[src/rtl/maze_pkg.sv]
// Shared constants, colours and types for the maze VGA renderer.
// MAZE_RENDER_GRID_EN adds a grid-line flag to the stage-1 pixel record.
package maze_pkg;

  localparam int H_VIS   = 640;
  localparam int H_FP    = 16;
  localparam int H_SYNC  = 96;
  localparam int H_BP    = 48;
  localparam int H_TOTAL = H_VIS + H_FP + H_SYNC + H_BP;

  localparam int V_VIS   = 480;
  localparam int V_FP    = 10;
  localparam int V_SYNC  = 2;
  localparam int V_BP    = 33;
  localparam int V_TOTAL = V_VIS + V_FP + V_SYNC + V_BP;

  localparam int MAZE_DIM = 16;
  localparam int TILE_PX  = 30;
  localparam int X_ORG    = 80;
  localparam int X_END    = X_ORG + MAZE_DIM * TILE_PX;

  localparam logic [7:0] COL_BLANK  = 8'h00;
  localparam logic [7:0] COL_WALL   = 8'h03;
  localparam logic [7:0] COL_PATH   = 8'hFF;
  localparam logic [7:0] COL_PLAYER = 8'hE0;
  localparam logic [7:0] COL_GRID   = 8'h49;

  typedef enum logic [1:0] {
    LD_IDLE,
    LD_PENDING,
    LD_LOAD
  } load_state_e;

  typedef struct packed {
    logic vis;
    logic area;
    logic path;
    logic player;
`ifdef MAZE_RENDER_GRID_EN
    logic grid;
`endif
    logic hs;
    logic vs;
    logic first;
  } pix_s1_t;

endpackage

[src/rtl/maze_renderer_vga_timing.sv]
// VGA raster counters with raw (undelayed) syncs and visible-area flag.
// Blanking intervals and visible height are parameters; defaults give 640x480@60.
module vga_timing
  import maze_pkg::*;
#(
  parameter int HFP  = H_FP,
  parameter int HSW  = H_SYNC,
  parameter int HBP  = H_BP,
  parameter int VVIS = V_VIS,
  parameter int VFP  = V_FP,
  parameter int VSW  = V_SYNC,
  parameter int VBP  = V_BP
) (
  input  logic       clk,
  input  logic       rst_n,
  output logic [9:0] hcount,
  output logic [9:0] vcount,
  output logic       hsync_raw,
  output logic       vsync_raw,
  output logic       visible,
  output logic       line_end,
  output logic       frame_end
);

  localparam logic [9:0] H_LAST  = 10'(H_VIS + HFP + HSW + HBP - 1);
  localparam logic [9:0] V_LAST  = 10'(VVIS + VFP + VSW + VBP - 1);
  localparam logic [9:0] HS_BEG  = 10'(H_VIS + HFP);
  localparam logic [9:0] HS_END  = 10'(H_VIS + HFP + HSW);
  localparam logic [9:0] VS_BEG  = 10'(VVIS + VFP);
  localparam logic [9:0] VS_END  = 10'(VVIS + VFP + VSW);
  localparam logic [9:0] H_VIS10 = 10'(H_VIS);
  localparam logic [9:0] V_VIS10 = 10'(VVIS);

  logic [9:0] hcount_q, hcount_d;
  logic [9:0] vcount_q, vcount_d;

  always_comb begin
    line_end  = (hcount_q == H_LAST);
    frame_end = line_end && (vcount_q == V_LAST);
    hcount_d  = line_end ? '0 : hcount_q + 10'd1;
    vcount_d  = vcount_q;
    if (line_end) vcount_d = frame_end ? '0 : vcount_q + 10'd1;
  end

  always_ff @(posedge clk) begin
    if (!rst_n) begin
      hcount_q <= '0;
      vcount_q <= '0;
    end else begin
      hcount_q <= hcount_d;
      vcount_q <= vcount_d;
    end
  end

  assign hcount    = hcount_q;
  assign vcount    = vcount_q;
  assign hsync_raw = !((hcount_q >= HS_BEG) && (hcount_q < HS_END));
  assign vsync_raw = !((vcount_q >= VS_BEG) && (vcount_q < VS_END));
  assign visible   = (hcount_q < H_VIS10) && (vcount_q < V_VIS10);

endmodule

[src/rtl/maze_renderer.sv]
// Snapshots the carved maze on maze_done and scans it out as 16x16 tiles over VGA.
// MAZE_RENDER_GRID_EN: draw grey grid lines on the first row/column of every tile.
module maze_renderer
  import maze_pkg::*;
#(
  parameter int HFP  = H_FP,
  parameter int HSW  = H_SYNC,
  parameter int HBP  = H_BP,
  parameter int VVIS = V_VIS,
  parameter int VFP  = V_FP,
  parameter int VSW  = V_SYNC,
  parameter int VBP  = V_BP
) (
  input  logic         clk,
  input  logic         rst_n,
  input  logic [255:0] maze_data,
  input  logic         maze_done,
  input  logic [3:0]   player_x,
  input  logic [3:0]   player_y,
  output logic         hsync,
  output logic         vsync,
  output logic [7:0]   rgb,
  output logic         frame_start
);

  localparam logic [9:0] X_ORG10  = 10'(X_ORG);
  localparam logic [9:0] X_END10  = 10'(X_END);
  localparam logic [9:0] V_VIS10  = 10'(VVIS);
  localparam logic [4:0] PX_LAST  = 5'(TILE_PX - 1);
  localparam logic [3:0] IDX_LAST = 4'(MAZE_DIM - 1);

  logic [9:0] hcount, vcount;
  logic       hsync_raw, vsync_raw, visible, line_end, frame_end;

  vga_timing #(
    .HFP(HFP), .HSW(HSW), .HBP(HBP), .VVIS(VVIS), .VFP(VFP), .VSW(VSW), .VBP(VBP)
  ) u_timing (
    .clk       (clk),
    .rst_n     (rst_n),
    .hcount    (hcount),
    .vcount    (vcount),
    .hsync_raw (hsync_raw),
    .vsync_raw (vsync_raw),
    .visible   (visible),
    .line_end  (line_end),
    .frame_end (frame_end)
  );

  logic in_area;
  assign in_area = (hcount >= X_ORG10) && (hcount < X_END10);

  // Tile counters track the pixel currently in hcount/vcount, so no divider is needed.
  logic [4:0] tile_px_q, tile_px_d, tile_py_q, tile_py_d;
  logic [3:0] tile_col_q, tile_col_d, tile_row_q, tile_row_d;

  always_comb begin
    tile_px_d  = tile_px_q;
    tile_col_d = tile_col_q;
    tile_py_d  = tile_py_q;
    tile_row_d = tile_row_q;
    if (line_end) begin
      tile_px_d  = '0;
      tile_col_d = '0;
    end else if (in_area) begin
      if (tile_px_q == PX_LAST) begin
        tile_px_d = '0;
        if (tile_col_q != IDX_LAST) tile_col_d = tile_col_q + 4'd1;
      end else begin
        tile_px_d = tile_px_q + 5'd1;
      end
    end
    if (frame_end) begin
      tile_py_d  = '0;
      tile_row_d = '0;
    end else if (line_end && (vcount < V_VIS10)) begin
      if (tile_py_q == PX_LAST) begin
        tile_py_d = '0;
        if (tile_row_q != IDX_LAST) tile_row_d = tile_row_q + 4'd1;
      end else begin
        tile_py_d = tile_py_q + 5'd1;
      end
    end
  end

  // Load FSM: a completed maze is latched only across a frame boundary to avoid tearing.
  load_state_e  ld_state_q;
  logic         done_q;
  logic [255:0] snapshot_q;
  logic         done_rise;
  assign done_rise = maze_done && !done_q;

  always_ff @(posedge clk) begin
    if (!rst_n) begin
      ld_state_q <= LD_IDLE;
      done_q     <= 1'b0;
      snapshot_q <= '0;
    end else begin
      done_q <= maze_done;
      case (ld_state_q)
        LD_IDLE:    if (done_rise) ld_state_q <= LD_PENDING;
        LD_PENDING: if (frame_end) ld_state_q <= LD_LOAD;
        LD_LOAD: begin
          snapshot_q <= maze_data;
          ld_state_q <= done_rise ? LD_PENDING : LD_IDLE;
        end
        default:    ld_state_q <= LD_IDLE;
      endcase
    end
  end

  pix_s1_t s1_q, s1_d;

  always_comb begin
    s1_d        = '0;
    s1_d.vis    = visible;
    s1_d.area   = in_area;
    s1_d.path   = snapshot_q[{tile_row_q, tile_col_q}];
    s1_d.player = (tile_col_q == player_x) && (tile_row_q == player_y);
`ifdef MAZE_RENDER_GRID_EN
    s1_d.grid   = (tile_px_q == '0) || (tile_py_q == '0);
`endif
    s1_d.hs     = hsync_raw;
    s1_d.vs     = vsync_raw;
    s1_d.first  = (hcount == '0) && (vcount == '0);
  end

  logic [7:0] rgb_q, rgb_d;
  logic       hsync_q, vsync_q, frame_start_q;

  always_comb begin
    if (!s1_q.vis || !s1_q.area) rgb_d = COL_BLANK;
`ifdef MAZE_RENDER_GRID_EN
    else if (s1_q.grid)          rgb_d = COL_GRID;
`endif
    else if (!s1_q.path)         rgb_d = COL_WALL;
    else if (s1_q.player)        rgb_d = COL_PLAYER;
    else                         rgb_d = COL_PATH;
  end

  always_ff @(posedge clk) begin
    if (!rst_n) begin
      tile_px_q     <= '0;
      tile_col_q    <= '0;
      tile_py_q     <= '0;
      tile_row_q    <= '0;
      s1_q          <= '0;
      s1_q.hs       <= 1'b1;
      s1_q.vs       <= 1'b1;
      rgb_q         <= COL_BLANK;
      hsync_q       <= 1'b1;
      vsync_q       <= 1'b1;
      frame_start_q <= 1'b0;
    end else begin
      tile_px_q     <= tile_px_d;
      tile_col_q    <= tile_col_d;
      tile_py_q     <= tile_py_d;
      tile_row_q    <= tile_row_d;
      s1_q          <= s1_d;
      rgb_q         <= rgb_d;
      hsync_q       <= s1_q.hs;
      vsync_q       <= s1_q.vs;
      frame_start_q <= s1_q.first;
    end
  end

  assign rgb         = rgb_q;
  assign hsync       = hsync_q;
  assign vsync       = vsync_q;
  assign frame_start = frame_start_q;

endmodule
[config.mk]
export PLATFORM = sky130hd
export DESIGN_NAME = maze_renderer
export DESIGN_NICKNAME = d
export VERILOG_FILES = /design/src/rtl/maze_pkg.sv /design/src/rtl/maze_renderer_vga_timing.sv /design/src/rtl/maze_renderer.sv
export SDC_FILE = /design/constraint.sdc
export NUM_CORES = 1
export LEC_CHECK = 0
export CAP_MARGIN = 0
export CORE_ASPECT_RATIO = 1.75
export CORE_MARGIN = 2
export CORE_UTILIZATION = 35
export CTS_BUF_LIST = sky130_fd_sc_hd__clkbuf_4 sky130_fd_sc_hd__clkbuf_8
export DETAILED_ROUTE_END_ITERATION = 8
export DONT_BUFFER_PORTS = 1
export SLEW_MARGIN = 20
export SYNTH_ARGS = -nofsm -noshare
export SYNTH_HDL_FRONTEND = slang
export SYNTH_SLANG_ARGS = --single-unit
[constraint.sdc]
create_clock -name clk -period 4.45 [get_ports clk]
set_input_delay 0.2225 -clock clk [delete_from_list [all_inputs] [get_ports clk]]
set_output_delay 0.2225 -clock clk [all_outputs]
set_load 0.01 [all_outputs]
Yosys cells after proc, flatten, opt, wreduce, memory -nomap -nowiden
Cells that the tools add are included.
Word-level totals
  latch bits: 0
  memories kept: 0
  bits in read-only memories: 0
  output and inout port bits: 11
  word-level logic and storage cells: 86
  flip-flop bits (word level): 313
  input bits: 267
  memory bits (writable): 0
Operators by class
  add/subtract/negate cells: 6
  bitwise gates (word level): 2
  mux-type cells: 11
  reduce and logical (&&, ||, !) cells: 25
  order comparisons: 9
  shift-type cells: 0
  multipliers: 0
  div/mod/pow operators: 0
  equality and inequality tests: 12
Operator list (number)
  $lt 10x10->1 const B: 3
  $add 10x1->10 const B: 2
  $eq 10x10->1 const B: 2
  $logic_not 10->1: 2
  $lt 10x9->1 const B: 2
  $mux 5: 3
  $add 5x1->5 const B: 2
  $eq 5x5->1 const B: 2
  $ge 10x10->1 const B: 1
  $ge 10x7->1 const B: 1
  $ge 10x9->1 const B: 1
  $mux 10: 1
  $logic_and 1x1->1: 9
  $lt 8x9->1 const B: 1
  $add 4x1->4 const B: 2
  $bmux 1 s8: 1
  $eq 4x4->1: 2
  $ne 4x4->1 const B: 2
  $mux 2: 3
  $pmux 2 s3: 1
  $reduce_and 3->1: 2
  $reduce_or 2->1: 3
  $logic_not 1->1: 5
  $ne 2x2->1 const B: 2
  8 further kinds: 10

Longest topological paths before layout
  depth after elaboration: 4
  mapped depth: 10
  mapped depth without buffers: 7

Cells and area by module
From an unflattened synthesis, not the netlist that was laid out.
Second synthesis, totals
  cells, all modules: 1579
  area, all modules: 13431.6 sq um
By module, submodules not included
  maze_renderer: area an instance 12379.4 sq um, times used 1, sequential area each 5805.6 sq um, cells an instance 1457
  vga_timing: area an instance 1052.3 sq um, times used 1, sequential area each 400.4 sq um, cells an instance 122

Worst setup path before layout
Ideal clock, no wire load.
  path type: flip-flop to flip-flop
  start: reg tile_col_q[0]
  end: reg s1_q[4] (netlist name)
  stages on the path, launching flop included: 7
  path slack: 2.419 ns
  clock period less this slack: 2.031 ns
  buffers on the path: 1
  arrival: 1.903 ns
  setup time: 0.128 ns
  required time: 4.322 ns
  cells stage by stage: dfxtp_1 > buf_6 > mux4_1 > mux4_2 > and2_0 > o31ai_1 > o32ai_1
On the way
  word-level cells in the longest chain between the ends: 2
Ends and longest elaborated chain
  start: declaration: line maze_renderer.sv:54  | logic [3:0] tile_col_q, tile_col_d, tile_row_q, tile_row_d;
  start signal: assignment: line maze_renderer.sv:155  | tile_col_q <= tile_col_d;
  $bmux 1 s8: line maze_renderer.sv:117  | s1_d.path = snapshot_q[{tile_row_q, tile_col_q}];
  $mux 1 (implied by the code): line maze_renderer.sv:117
  end: declaration: line maze_renderer.sv:111  | pix_s1_t s1_q, s1_d;
No other way between the ends. The select of a mux whose other input is x is not followed.
A chain may end at the register's enable or synchronous reset.

Worst setup path after layout
Ends and elaborated chain as after synthesis.

==> flow_summary.toml <==
[timing]
max-slew-margin-rel_pct = 22.67
report.final.hold_viol_count = 0
rsz0062_at_grt = "false"
finalMaxSlewViolations = 0
timing_worst_slew_pin_value_ns = 1.160
timing.final.setup_violations = 0
skew_final_ns = 0.02238
final_period_minus_worst_setup_slack_ns = 2.885
achievable-frequency_mhz = 346.6
final_min_period_over_clock_period_pct = 64.84
final.setup.worst_slack_ns = 1.565
fin_setup_tns_ns = 0

[worst_hold_path]
whs_path_depth = 2
hold_path.startpoint = "rst_n"
hp-class = "primary input to flip-flop"
holdPathEnd = "u_timing.hcount[9]"

[critical_path]
worstSetupEndpointType = "flip-flop"
critical_path.reg2reg.endpoint = "s1_q[4]"
ff2ff_path_depth = 8
worstSetupPathType = "flip-flop to flip-flop"
timing.critical_path.slowest_cell_delay_ns = 0.86
worstPathCellList = "buf_4, buf_4, mux4_2, nor2b_1, o22ai_1, a21oi_1, o31ai_1, o32ai_1"
reg2reg_setup_slack_ns = 1.56
regToRegStartpoint = "tile_col_q[0]"
worstSetupStartpoint = "tile_col_q[0]"
worst-endpoint-required_ns = 4.90
crit_path_max_fanout = 38
timing.critical_path.mode_cell = "sky130_fd_sc_hd__buf_4"
worst_ep_arrival_time_ns = 3.34
critical_path.slowest_cell = "sky130_fd_sc_hd__dfxtp_4"
crit_path_start_kind = "flip-flop"

[flow_run]
cap_viol_max_count = 0

[synth]
async_reset_ff_share_pct = 0
seq_area_frac_synth_pct = 44.53
number_of_instances_in_the_synthesized_netlist = 1572
yosys.area.top_type_share_pct = 44.53
yosys_warnings = 0
ys_types = 54
ys_ff_latch = 310
synth_top_flop_cell = "sky130_fd_sc_hd__dfxtp_1"
synth-edff-count = 0
synth.net_count = 1849
synthTopCellsByArea = "sky130_fd_sc_hd__dfxtp_1 45%, sky130_fd_sc_hd__nand2_1 14%, sky130_fd_sc_hd__a21boi_0 14%"
synthDominantAreaCellType = "sky130_fd_sc_hd__dfxtp_1"
synth_area_mm2 = 0.01394
syn-mean-instance-area_um2 = 8.866

[placement]
hpwlAfterDp_um = 27300
gp_congestion = 0.8544
io_buffer_count = 0
placed_cells = 1944
place_worst_setup_slack_ns = 1.517

[global_route]
gr-total-overflow = 0
first_pass_grt_wire_length_um = 64690
global_route.usage.met1_pct = 21.72
grt.busiest_layer = "met2"
first_global_vias = 12016
globalRouteTotalUtil_pct = 20.07
grt_util_met2_pct = 34.58
grt_util_met3_pct = 3.000
grt_max_degree = 273
number_of_antenna_violations_at_the_first_check_in_global_routing = 3

[clocking]
ctsHtreeMaxLevel = 2
cts-buffers-inserted = 48
clk_latency_ns = 0.58
postCtsHoldBufs = 261
cts-resized-gates = 0
worst_setup_hold_path_clk_slew_ns = 0.06
cts_sinks = 310
clock_root_buffer = "sky130_fd_sc_hd__clkbuf_8"
cts_post_setup_buffers_inserted = 0
cts_tree = "done"
cts.path.max_buffers = 3

[route]
routed_via_density = 5.141
dr_total_vias = 11784
detail_route.first_pass.iterations = 5
routed_wire_length_per_instance_um = 18.59
post-route-drc-count = 0
wl_um = 42620
drt_first_iter_violations = 663
postRouteAntennaNets = 0

[floorplan]
placementRows = 96
initial_utilization_pct = 35.48
design.portCount = 278
chipHeight_um = 268.0
die-width_um = 154.8
core-area_mm2 = 0.03928
die-area_mm2 = 0.04150

[final_layout]
finalNetCount = 2042
layout_area_overhead_pct = 27.38
regArea_mm2 = 0.006215
post_layout_nonfiller_instances = 2292
multi_input_area_mm2 = 0.007123
layout-drive-gt1-share_pct = 8.565
final.fill_count = 3614

[power_and_ir_drop]
power_density_mw_per_mm2 = 314.5
ir_drop_worst_case_vdd_mv = 0.1962
power_leakage_uw = 0.005781

[run_status]
status = "finished clean"
-- registers in the layout, summed over array words and instances, names as in the netlist --
signal / count
tile_row_q: 4
done_q: 1
tile_py_q: 5
tile_px_q: 5
ld_state_q: 2
rgb: 3
u_timing.vcount: 10
hsync: 1
s1_q: 7
tile_col_q: 4
u_timing.hcount: 10
snapshot_q: 256
frame_start: 1
vsync: 1
-- worst max-delay path by stage --
stage / to / slack, ns / cells after the start
floorplan: s1_q[4] / 2.42 / 6
global placement: s1_q[4] / 1.55 / 8
detailed placement: s1_q[4] / 1.52 / 8
CTS: s1_q[4] / 1.49 / 8
global route: s1_q[4] / 1.33 / 8
finish: s1_q[4] / 1.56 / 8
-- per-layer routing --
layer,vias to the layer above,part of all wire [%]
met5,-,0
met4,0,8.3
met3,172,4.2
met2,418,50
met1,5480,38
li1,5714,-
-- cells in the final DEF, fill, tap and decap left out, types with 7 or more instances in the layout --
cell                            count
sky130_fd_sc_hd__clkbuf_8          66
sky130_fd_sc_hd__and2_1             7
sky130_fd_sc_hd__dlygate4sd3_1    260
sky130_fd_sc_hd__dfxtp_1          307
sky130_fd_sc_hd__a21oi_1           16
sky130_fd_sc_hd__o221ai_1          14
sky130_fd_sc_hd__mux2i_1           33
sky130_fd_sc_hd__nand3_1            9
sky130_fd_sc_hd__nand2_1          535
sky130_fd_sc_hd__o22ai_1            9
sky130_fd_sc_hd__a21boi_0         258
sky130_fd_sc_hd__nand2b_1           8
sky130_fd_sc_hd__nor2b_1            7
sky130_fd_sc_hd__nor3_1             8
sky130_fd_sc_hd__nand4_1           16
sky130_fd_sc_hd__mux4_2            49
sky130_fd_sc_hd__buf_4              7
sky130_fd_sc_hd__xnor2_1           13
sky130_fd_sc_hd__xor2_1            20
sky130_fd_sc_hd__clkbuf_4          11
sky130_fd_sc_hd__inv_1             12
sky130_fd_sc_hd__ha_1              10
sky130_fd_sc_hd__nor2_1            43
-- cells in the mapped netlist, types with 9 or more instances --
| cell | number |
|---|---|
| sky130_fd_sc_hd__o221ai_1 | 14 |
| sky130_fd_sc_hd__nor2_1 | 43 |
| sky130_fd_sc_hd__clkbuf_1 | 97 |
| sky130_fd_sc_hd__nand2b_1 | 9 |
| sky130_fd_sc_hd__o22ai_1 | 9 |
| sky130_fd_sc_hd__buf_2 | 10 |
| sky130_fd_sc_hd__xnor2_1 | 13 |
| sky130_fd_sc_hd__a21boi_0 | 258 |
| sky130_fd_sc_hd__nand2_1 | 535 |
| sky130_fd_sc_hd__buf_4 | 9 |
| sky130_fd_sc_hd__a21oi_1 | 16 |
| sky130_fd_sc_hd__inv_1 | 12 |
| sky130_fd_sc_hd__nand3_1 | 9 |
| sky130_fd_sc_hd__nand4_1 | 16 |
| sky130_fd_sc_hd__mux4_2 | 49 |
| sky130_fd_sc_hd__dfxtp_1 | 310 |
| sky130_fd_sc_hd__mux2i_1 | 33 |
| sky130_fd_sc_hd__xor2_1 | 20 |
| sky130_fd_sc_hd__ha_1 | 10 |
-- layout make-up --
type / count / area share [%]
clock inverter: 6 / 0.1903
sequential: 310 / 35.01
inverter: 12 / 0.2537
multi-input combinational: 1123 / 40.12
clock buffer: 77 / 5.582
antenna: 4 / 0.05638
tap: 490 / 3.453
timing repair buffer: 270 / 15.34
-- where the power goes --
group          switching [uW]  internal (uW)
registers                4.77           2780
clock network            1110           1400
logic                    85.6            195
total                    1200           4380
-- cells by family after synthesis --
group	share of synthesized area (%)
multiplexers	11.02
AO/OA/AOI/OAI	17.25
buffers and inverters	4.534
flip-flops	44.53
AND/OR/NAND/NOR	19.71
XOR/XNOR	2.074
adder cells (fa/ha/maj)	0.8977
-- worst max-delay path: cells and delay by family (launching register included) --
kind	cells	cell delay (ns)
DFF	1	0.86
buffers and inverters	2	0.70
AOI/OAI and AO/OA	4	0.54
muxes	1	0.52
and+or+nand+nor	1	0.14
-- per-stage QoR --
| stage | hold WS (ns) | util [%] | cell area [um2] | total power, uW |
|---|---|---|---|---|
| final | 0.09089 | 45.20 | 17750 | 5583 |
| after global routing | 0.1093 | 45.19 | 17750 | 5797 |
| after CTS | 0.06238 | 45.15 | 17730 | 5662 |
| after detailed placement | 0.3327 | 35.85 | 14080 | 2896 |
| after global placement | 0.3241 | 35.85 | 14080 | 2895 |
| after floorplan | 0.3672 | - | 13940 | 2915 |
Note: power is estimated with default switching activity, not from simulation.
